===== config.mk =====
export PLATFORM = sky130hd
export DESIGN_NAME = alu_seq
export DESIGN_NICKNAME = d
export VERILOG_FILES = /design/src/rtl/alu_seq.sv
export SDC_FILE = /design/constraint.sdc
export NUM_CORES = 1
export LEC_CHECK = 0
export BUFFER_PORTS_ARGS = -buffer_cell sky130_fd_sc_hd__buf_2
export CAP_MARGIN = 5
export CORE_MARGIN = 5
export CORE_UTILIZATION = 55
export CTS_BUF_LIST = sky130_fd_sc_hd__clkbuf_8
export DETAILED_ROUTE_END_ITERATION = 8
export PLACE_DENSITY = 0.82
export SKIP_LAST_GASP = 1
export SYNTH_ARGS = -nofsm -noshare
export SYNTH_HDL_FRONTEND = slang
export SYNTH_SLANG_ARGS = --single-unit

===== constraint.sdc =====
create_clock -name clk -period 4.82 [get_ports clk]
set_input_delay 0.482 -clock clk [delete_from_list [all_inputs] [get_ports clk]]
set_output_delay 0.482 -clock clk [all_outputs]
set_load 0.01 [all_outputs]

===== src/rtl/alu_seq.sv =====
// alu_seq: multi-cycle ALU with start/busy/done handshake, carry flag and 1-bit-per-cycle shifter
module alu_seq #(
    parameter int WIDTH = 8,
    parameter int SCW = $clog2(WIDTH)
) (
    input  logic             clk,
    input  logic             rst,
    input  logic             start,
    input  logic [3:0]       kind,
    input  logic [2:0]       fn3,
    input  logic [1:0]       fn2,
    input  logic [WIDTH-1:0] rd1,
    input  logic [WIDTH-1:0] rd2,
    input  logic [WIDTH-1:0] _const,
    input  logic [SCW-1:0]   sc,
    output logic             busy,
    output logic             done,
    output logic [WIDTH-1:0] Wdata,
    output logic             store_ex,
    output logic             cflag
);
    typedef enum logic [1:0] {IDLE, EXEC, SHIFT, DONE} state_t;
    state_t           state;
    logic [3:0]       k_r;
    logic [2:0]       f3_r;
    logic [1:0]       f2_r;
    logic [WIDTH-1:0] a_r, b_r, lg, sh_val;
    logic [SCW-1:0]   cnt_r;
    logic             cin_r, valid, sh_out;
    logic [WIDTH:0]   ea, eb, ci, arith, res;
    assign ea = {1'b0, a_r};
    assign eb = {1'b0, b_r};
    assign ci = {{WIDTH{1'b0}}, f3_r[0] & cin_r};
    // bit WIDTH of the extended difference is the borrow
    assign arith = f3_r[1] ? ea - eb - ci : ea + eb + ci;
    assign lg = f3_r[1:0] == 2'b00 ? a_r & b_r :
                f3_r[1:0] == 2'b01 ? a_r | b_r :
                f3_r[1:0] == 2'b10 ? a_r ^ b_r : ~(a_r & b_r);
    assign valid = k_r == 4'b0000 || k_r == 4'b0001 || k_r == 4'b0010;
    assign res = !valid ? '0 :
                 k_r == 4'b0010 ? {1'b0, a_r} :
                 f3_r[2] ? {1'b0, lg} : arith;
    assign sh_val = f2_r == 2'b00 ? {a_r[WIDTH-2:0], 1'b0} :
                    f2_r == 2'b01 ? {1'b0, a_r[WIDTH-1:1]} :
                    f2_r == 2'b10 ? {a_r[WIDTH-2:0], a_r[WIDTH-1]} : {a_r[0], a_r[WIDTH-1:1]};
    assign sh_out = f2_r[0] ? a_r[0] : a_r[WIDTH-1];
    always_ff @(posedge clk) begin
        if (rst) begin
            state    <= IDLE;
            busy     <= 1'b0;
            done     <= 1'b0;
            Wdata    <= '0;
            store_ex <= 1'b0;
            cflag    <= 1'b0;
        end else begin
            case (state)
                IDLE: if (start) begin
                    k_r   <= kind;
                    f3_r  <= fn3;
                    f2_r  <= fn2;
                    a_r   <= rd1;
                    b_r   <= kind == 4'b0001 ? _const : rd2;
                    cnt_r <= sc;
                    cin_r <= cflag;
                    busy  <= 1'b1;
                    state <= (kind == 4'b0010 && sc != '0) ? SHIFT : EXEC;
                end
                EXEC: begin
                    Wdata    <= res[WIDTH-1:0];
                    store_ex <= res[WIDTH];
                    if (valid) cflag <= res[WIDTH];
                    done     <= 1'b1;
                    state    <= DONE;
                end
                SHIFT: begin
                    a_r   <= sh_val;
                    cnt_r <= cnt_r - 1'b1;
                    if (cnt_r == SCW'(1)) begin
                        Wdata    <= sh_val;
                        store_ex <= sh_out;
                        cflag    <= sh_out;
                        done     <= 1'b1;
                        state    <= DONE;
                    end
                end
                default: begin
                    done  <= 1'b0;
                    busy  <= 1'b0;
                    state <= IDLE;
                end
            endcase
        end
    end
endmodule


==> results of run 1 <==
[worst max-delay path, delay by kind of cell, from the launching register on]
kind                       cells  cell delay, ns
AOI/OAI and AO/OA              5            1.09
adders and majority gates      2            0.87
DFF                            1            0.69
xor gates and xnor gates       1            0.09
and+or+nand+nor                1            0.16
[worst max path at each step]
stage            start  endpoint  slack, ns  depth (start not counted)
3_5_place_dp   f3_r[0]  store_ex       1.89                          9
6_report       f3_r[0]  store_ex       1.83                          9
5_1_grt        f3_r[0]  store_ex       1.60                          9
4_1_cts        f3_r[0]  store_ex       1.84                          9
2_1_floorplan  f3_r[0]  store_ex       2.09                         11
3_3_place_gp   f3_r[0]  store_ex       2.06                          9
[state kept, by name (all words and copies together), names as in the netlist]
signal / count
Wdata: 8
a_r: 8
b_r: 8
busy: 1
cflag: 1
cin_r: 1
cnt_r: 3
done: 1
f2_r: 2
f3_r: 3
k_r: 4
state: 2
store_ex: 1
[cell type report]
class                      instances  area share
clock inverter                     3     0.01130
clock buffer                       5     0.01776
sequential                        43      0.2971
inverter                          41     0.03972
timing repair buffer              53     0.07039
multi-input combinational        284      0.5389
tap                               77     0.02486
[per-stage QoR]
stage / total power (µW) / hold slack, ns / instances / util / area [µm²]
after floorplan: 1330 / 0.4984 / 386 / - / 3476
after global placement: 1555 / 0.4508 / 498 / 0.6028 / 3762
after detailed placement: 1590 / 0.4500 / 498 / 0.6028 / 3762
after CTS: 1884 / 0.3482 / 506 / 0.6209 / 3875
after global routing: 2051 / 0.3462 / 506 / 0.6209 / 3875
final: 1888 / 0.3500 / 506 / 0.6209 / 3875
[power breakdown]
group / switching (µW) / internal (µW) / total, µW
logic: 602 / 414 / 1020
clock network: 135 / 154 / 289
registers: 83.0 / 499 / 582
total: 820 / 1070 / 1890
[cell families after synthesis]
family / count (synthesis) / synth area share
buf+inv: 59 / 0.06804
fa+ha+maj: 40 / 0.1526
compound gates: 113 / 0.2135
mux: 20 / 0.06120
flops: 43 / 0.3312
simple gates: 100 / 0.1458
xor+xnor: 11 / 0.02772
[layer usage]
metal  GRT usage  wire (µm)
met5           0          0
met1      0.3221       3807
met3     0.02949        574
met4     0.08525        217
met2      0.3590       3918
[Yosys cell counts (7+ instances only)]
cell,count,share of area
a211oi_1,8,0.017
nor2_1,22,0.024
edfxtp_1,29,0.25
nor2b_1,11,0.020
nor3_1,9,0.013
clkbuf_1,13,0.014
dfxtp_1,14,0.081
a21oi_1,21,0.030
mux2_2,10,0.032
mux2i_1,10,0.029
nand2b_1,8,0.014
xnor2_1,7,0.018
o21ai_0,39,0.056
ha_1,36,0.13
nand2_1,26,0.028
inv_1,41,0.044
nand3_1,11,0.016
==> flow_summary.toml, run 1 <==
[flow_run]
maxCapViolCount = 0

[cells_and_area]
final_cell_mix = "buf_2 (50), inv_1 (41), o21ai_0 (39)"
nets = 507
multiInputGateArea_um2 = 2088
final_layout_size_suffix_gt1_frac = 0.1818
ff_latch_area_um2 = 1151
antenna_cells = 0
syn_to_final_growth_pct = 11.48
layout_commonest_cell = "buf_2"
fillers = 530

[floorplan]
die_w_um = 89.50
die_area_um2 = 8009
start_util = 0.5569
core.rowCount = 29
die_y_um = 89.50
num_io_pins = 51
design.core.area_um2 = 6241

[worst_hold_path]
holdPathEnd = "f3_r[1]"
hold_start = "fn3[1]"
worstHoldPathCells = 1
hold_path.class = "input pin to register"

[grt]
grt_pass1_vias = 3007
grt_pass1_wl_um = 14300
grt_antenna_before_repair = 0
grtUsageTotal = 0.2287
grt_max_degree = 25
grt-ovfl-total = 0

[placed_design]
place_ws_ns = 1.885
hpwl_um = 6738
io_buffers = 50
place_congestion = 0.9374

[route]
drt_iter0_drc = 406
ant_nets = 0
num_vias = 3060
drc = 0
finalWirelength_um = 8518
wl_per_cell_um = 16.83
drt-pass1-iter-count = 5
via_per_inst = 6.047

[sta]
min_period_ns = 2.989
fin_skew_ns = 0.006866
setup_violations = 0
fmax_mhz = 334.6
hold_viol_final = 0
setup_tns_ns = 0
period_share = 0.6201
rsz0062_at_grt = "no"
relSlewSlack = 0.2503
slew_violations = 0
worst_pin_slew_ns = 1.125
fin_ws_ns = 1.831

[synth]
synth_top_flop_cell = "edfxtp_1"
synth_edf_count = 29
yosysUniqueCellTypes = 48
syn-cell-area_um2 = 3476
seq_area_frac_synth = 0.3312
avgSynthCellArea_um2 = 9.005
ys_seq_elements = 43
async_reset_ff_frac = 0
syn_nets = 465
postSynthCellCount = 386
yosysWarnings = 0

[clocking]
post-cts-setup-buffers = 0
cts_resized = 0
cts_inserted_buffers = 5
htree_levels = 2
clock-sinks = 43
insertion_delay_ns = 0.30
clockBufferDepth = 2
cts_tree = "built"
clk_pin_slew_worst_paths_ns = 0.09
cts_hold_buf = 0
root_buffer = "clkbuf_8"

[worst_setup_path]
crit_chain = "nand2_1 > fa_1 > fa_1 > o21ai_0 > a22oi_1 > a31oi_1 > xnor2_1 > a21o_1 > a211oi_1"
r2r-start = "f3_r[0]"
reg2reg_depth = 9
end_kind = "register"
cp_slowest_cell = "edfxtp_1"
cp.arrival_ns = 3.20
r2r-end = "store_ex"
worst-path-max-fanout = 17
cp_common_cell = "fa_1"
start_kind = "register"
max_stage_delay_ns = 0.69
crit_type = "register to register"
rrSetupSlack_ns = 1.83
required_ns = 5.04

[power_and_ir_drop]
p_per_area_nw_per_um2 = 487.3
leakage_uw = 0.001649
peakVddDrop_mv = 0.2564

[outcome]
outcome = "completed"
Note: power is estimated with default switching activity, not from simulation.
==> run 2: changes to the inputs <==
Settings changed: ABC_AREA set to 1, CORE_UTILIZATION 55 to 54, PLACE_DENSITY 0.82 to 0.84.
Clock period 4.82 ns to 2.41 ns, I/O delays scaled along.
==> run 2 against run 1 <==
  * Synthesized cell count increased by 14%
  * Register-to-register slack worse by 1.7 ns
  * Area after synthesis decreased by 2.3%
  * First-iteration DRC count shrank 25%
  * Hold slack got worse by 0.24 ns
  * Via count is 9.0% higher
  * Routed wire length is 8.4% higher
  * Sequential power grew 92%
  * Power is 92% higher
  * Count of clock-buffer cells in the layout stayed put
  * Global-route usage up 1.4 points
  * Critical endpoint is now Wdata[3]
==> flow_summary.toml, run 2 <==
[placed_design]
hpwl_um = 7249
place_inst = 571
place_congestion = 0.9492
io_buffers = 50
post_dp_cell_area_um2 = 3814

[flow_run]
maxCapViolCount = 0

[clocking]
cts_tree = "built"
htree_levels = 2
cts_hold_buf = 0
clockBufferDepth = 2
insertion_delay_ns = 0.30
root_buffer = "clkbuf_8"
clock-sinks = 43
clk_pin_slew_worst_paths_ns = 0.09
cts_inserted_buffers = 5

[synth]
synthTopCellsByArea = "edfxtp_1 (26%), ha_1 (13%), nand2_1 (9.9%)"
yosysTopAreaCellShare = 0.2564
seq_area_frac_synth = 0.3390
syn-cell-area_um2 = 3396
synth_top_flop_cell = "edfxtp_1"
yosysUniqueCellTypes = 33
avgSynthCellArea_um2 = 7.718
yosysWarnings = 0
syn_nets = 519
ys_top_cells_by_count = "nand2_1 (90), inv_1 (65), a21oi_1 (41)"
yosysTopAreaCell = "edfxtp_1"
async_reset_ff_frac = 0
yosysMostFrequentCell = "nand2_1"
ys_seq_elements = 43
postSynthCellCount = 440
synth_edf_count = 29

[sta]
period_share = 0.9524
worst_pin_slew_ns = 0.4927
setup_violations = 0
hold_viol_final = 0
rsz0062_at_grt = "yes"
fin_skew_ns = 0.01075
min_period_ns = 2.295
relSlewSlack = 0.6715
slew_violations = 0
fmax_mhz = 435.7

[route]
drc = 0
wl_per_cell_um = 15.83
drt-pass1-iter-count = 5
ant_nets = 0
finalWirelength_um = 9231
drt_iter0_drc = 303
num_vias = 3336
via_per_inst = 5.722

[power_and_ir_drop]
p_comb_frac = 0.562
swShare = 0.4600
leakage_uw = 0.001965
p_switching_uw = 1670
pwr-share-clk = 0.131
seqPwrFrac = 0.307
p_total_uw = 3630
p_per_area_nw_per_um2 = 906.9
peakVddDrop_mv = 0.7013
intPower_uw = 1960

[worst_setup_path]
worst-path-max-fanout = 4
critPathLaunch = "f3_r[0]"
r2r-start = "f3_r[0]"
cp.arrival_ns = 2.50
end_kind = "register"
required_ns = 2.61
crit_type = "register to register"
start_kind = "register"

[cells_and_area]
stdcell_count = 583
multiInputGateArea_um2 = 2007
final_layout_size_suffix_gt1_frac = 0.2402
antenna_cells = 0
final_area_um2 = 4003
ff_latch_area_um2 = 1151
fillers = 524
syn_to_final_growth_pct = 17.87
nets = 586
layout_commonest_cell = "nand2_1"
final_cell_mix = "nand2_1 (85), inv_1 (62), buf_2 (50)"
reg_top3 = "Wdata x8, a_r x8, b_r x8"

[floorplan]
die_w_um = 89.30
die_y_um = 89.30
design.core.area_um2 = 6026
die_area_um2 = 7974
num_io_pins = 51
start_util = 0.5635
core.rowCount = 28

[grt]
grt-ovfl-total = 0
grtUsageTotal = 0.2424
grt_max_degree = 19
grt_pass1_wl_um = 14880
grt_pass1_vias = 3242
grt_antenna_before_repair = 0

[worst_hold_path]
hold_start = "fn3[1]"
hold_path.class = "input pin to register"

[outcome]
outcome = "completed"
## run 2: changes by cell type in the layout (fill, tap and decap cells not counted), moves of 10 or more
cell / change
inv_1: +21
mux2i_1: -10
buf_4: +16
nand2_1: +59
nand3_1: +16
nor2b_1: -11
a21oi_1: +19
## run 2: power groups by stage
stage               combinational (µW)  clock [µW]  sequential [µW]
detailed placement                1900           0             1130
finish                            2040         475             1120
CTS                               1930         481             1110
global route                      2290         514             1130
floorplan                         1340           0             1120
global placement                  1830           0             1120
## run 2: kinds of logic after synthesis
group / after synthesis / share of synthesized area
xor gates and xnor gates: 2 / 0.005159
adders and majority gates: 40 / 0.1562
AOI/OAI and AO/OA: 111 / 0.1861
muxes: 8 / 0.02653
buffers and inverters: 80 / 0.08990
and+or+nand+nor: 156 / 0.1971
DFF: 43 / 0.3390
## run 2: per-layer routing
layer / vias to the layer above / GRT usage / wire length (µm)
met1: 1523 / 0.3115 / 3680
met3: 26 / 0.04516 / 733
li1: 1613 / - / -
met2: 174 / 0.4106 / 4568
met5: - / 0 / 0
met4: 0 / 0.08119 / 248
## run 2: per-stage QoR
| step | utilization | setup WS [ns] | setup TNS [ns] | hold WS [ns] |
|---|---|---|---|---|
| final | 0.6642 | 0.1147 | 0 | 0.1148 |
| after CTS | 0.6505 | -0.01470 | -0.01470 | 0.1093 |
| after floorplan | - | 0.1538 | 0 | 0.3399 |
| after global routing | 0.6642 | -0.03016 | -0.1218 | 0.1075 |
| after detailed placement | 0.6329 | -0.05585 | -0.2076 | 0.4207 |
| after global placement | 0.6329 | -0.02727 | -0.02727 | 0.4197 |
## run 2: critical path, cell delays in order (launching register included)
cell and delay [ns]:
edfxtp_1 0.42, nand2_2 0.12, inv_2 0.04, fa_1 0.54
inv_1 0.06, ha_2 0.17, nor2_2 0.09, o21ai_2 0.09
or2_2 0.29, nand3_2 0.06, nand3_1 0.06, nand2_1 0.10
nand2_2 0.06, nand2_2 0.06, a21oi_2 0.05
## run 2: timing repair
item,CTS,global route
buffers inserted,2,2
pin swaps,0,7
gates resized for setup,1,21
setup endpoints to repair,6,8
## run 2: final timing paths
path	endpoint	depth (start not counted)	slack, ns
max	Wdata[3]	14	0.11
min	f3_r[1]	1	0.11
max reg2reg	Wdata[3]	14	0.11
min reg2reg	done	2	0.50
## run 2: area by class of cell
cell class	instances	area share
multi-input combinational	317	0.5014
sequential	43	0.2876
timing repair buffer	69	0.09816
inverter	71	0.06658
tap	75	0.02344
clock buffer	5	0.01719
clock inverter	3	0.005627
==> run 3: changes to the inputs <==
Clock period 2.41 ns to 2 ns, I/O delays scaled along.
==> run 3 against run 2 <==
  * Highest routed layer unchanged
  * Die area unchanged
  * Non-clock buffer count increased by 35
  * The run now ends with setup timing left
  * Routed wire length up 6.0%
  * Sequential share of layout area fell by 2.3 points
  * Critical path type unchanged
  * Largest cell class unchanged
==> flow_summary.toml, run 3 (synthesized netlist as in run 2, its figures left out) <==
[floorplan]
start_util = 0.5635
num_io_pins = 51
design.core.area_um2 = 6026
core.rowCount = 28
die_area_um2 = 7974
die_w_um = 89.30
die_y_um = 89.30

[clocking]
htree_levels = 2
cts_hold_buf = 0
clk_pin_slew_worst_paths_ns = 0.09
cts_inserted_buffers = 5
clock-sinks = 43
clockBufferDepth = 2
root_buffer = "clkbuf_8"
insertion_delay_ns = 0.30
cts_tree = "built"

[power_and_ir_drop]
leakage_uw = 0.002154
p_total_uw = 4747
seqPwrFrac = 0.279
swShare = 0.4510
p_per_area_nw_per_um2 = 1092
pwr-share-clk = 0.113
peakVddDrop_mv = 0.9741
p_switching_uw = 2141
intPower_uw = 2606
p_comb_frac = 0.608

[placed_design]
place_congestion = 0.9677
place_ws_ns = -0.4090
place_inst = 608
io_buffers = 50
hpwl_um = 7514
post_dp_cell_area_um2 = 4096

[route]
num_vias = 3501
finalWirelength_um = 9782
ant_nets = 0
drt_iter0_drc = 257
drc = 0
via_per_inst = 5.665
wl_per_cell_um = 15.83
drt-pass1-iter-count = 5

[sta]
slew_violations = 0
setup_violations = 10
worst_pin_slew_ns = 0.4800
fmax_mhz = 436.2
fin_skew_ns = 0.01555
rsz0062_at_grt = "yes"
relSlewSlack = 0.6800
fin_ws_ns = -0.2925
min_period_ns = 2.292
hold_viol_final = 0
period_share = 1.146

[worst_setup_path]
cp_common_cell = "nand2_1"
start_kind = "register"
end_kind = "register"
worst-path-max-fanout = 4
required_ns = 2.20
cp.arrival_ns = 2.49
cp_slowest_cell = "fa_2"
max_stage_delay_ns = 0.56
crit_chain = "nand2_2 > inv_2 > fa_2 > ha_2 > nor2_4 > o21ai_4 > nand2_1 > nand2_1 > nand2_1 > nand3_1 > nand3_1 > nand2_1 > nand2_1 > nand2_1 > a21oi_2"
crit_type = "register to register"

[grt]
grt_pass1_wl_um = 15620
grtUsageTotal = 0.2574
grt_antenna_before_repair = 0
grt-ovfl-total = 0
grt_pass1_vias = 3407
grt_max_degree = 19

[cells_and_area]
antenna_cells = 0
stdcell_count = 618
final_util = 0.7213
final_layout_size_suffix_gt1_frac = 0.3131
final_cell_mix = "nand2_1 (82), inv_1 (62), buf_4 (52)"
layout_commonest_cell = "nand2_1"
reg_top3 = "Wdata x8, a_r x8, b_r x8"
syn_to_final_growth_pct = 28.00
fillers = 446
nets = 621
final_area_um2 = 4347

[worst_hold_path]
hold_path.class = "input pin to register"

[outcome]
outcome = "finished with violations"
violations = "setup timing"

[flow_run]
maxCapViolCount = 0
run 3: changes by cell type in the layout (fill, tap and decap cells not counted), sizes merged:
cell      previous run  this run
clkinv               1         2
clkinvlp             1         0
buf                 69       104
run 3: repair_timing:
action | 4_1_cts | 5_1_grt
endpoints found under the setup margin | 10 | 10
gates resized for setup | 23 | 22
setup buffers | 1 | 1
pin swaps | 16 | 22
run 3: power by group through the flow:
stage,registers [µW],clock network (µW),logic (µW)
after CTS,1320,541,2670
after global placement,1330,0,2460
after global routing,1340,576,3190
after floorplan,1350,0,1620
after detailed placement,1330,0,2570
final,1320,537,2890
run 3: routing by layer:
metal	part of all wire	global-route usage	vias to the layer above	wire (µm)
li1	-	-	1674	-
met1	0.40	0.3225	1618	3919
met2	0.49	0.4501	176	4836
met3	0.070	0.03134	33	680
met4	0.035	0.1015	0	346
met5	0	0	-	0
run 3: per-stage QoR:
| step | hold WS, ns | TNS, ns |
|---|---|---|
| 6_report | 0.06946 | -2.432 |
| 5_1_grt | 0.06701 | -3.486 |
| 4_1_cts | 0.06447 | -1.706 |
| 3_5_place_dp | 0.3785 | -2.893 |
| 3_3_place_gp | 0.3771 | -1.839 |
| 2_1_floorplan | 0.2989 | -1.078 |
run 3: path summary, 6_finish.rpt:
path | slack [ns] | depth (start not counted) | to | from
worst max-delay path | -0.29 | 15 | Wdata[7] | f3_r[0]
worst max register to register | -0.29 | 15 | Wdata[7] | f3_r[0]
worst min register to register | 0.49 | 2 | done | done
worst min-delay path | 0.07 | 1 | f2_r[1] | fn2[1]
run 3: layout make-up:
type / count / area [µm²] / share of cell area
multi-input cells: 317 / 2088 / 0.4804
flip-flops and latches: 43 / 1151 / 0.2648
clock buffers: 5 / 68.82 / 0.01583
well taps: 75 / 93.84 / 0.02159
clock inverters: 3 / 15.01 / 0.003454
inverters: 71 / 266.5 / 0.06131
repair buffers: 104 / 663.1 / 0.1526
run 3: critical path: cells and delay by family (launching register included):
family / cells / cell delay (ns)
compound gates: 2 / 0.21
fa+ha+maj: 2 / 0.77
buf+inv: 1 / 0.05
flops: 1 / 0.41
simple gates: 10 / 0.75
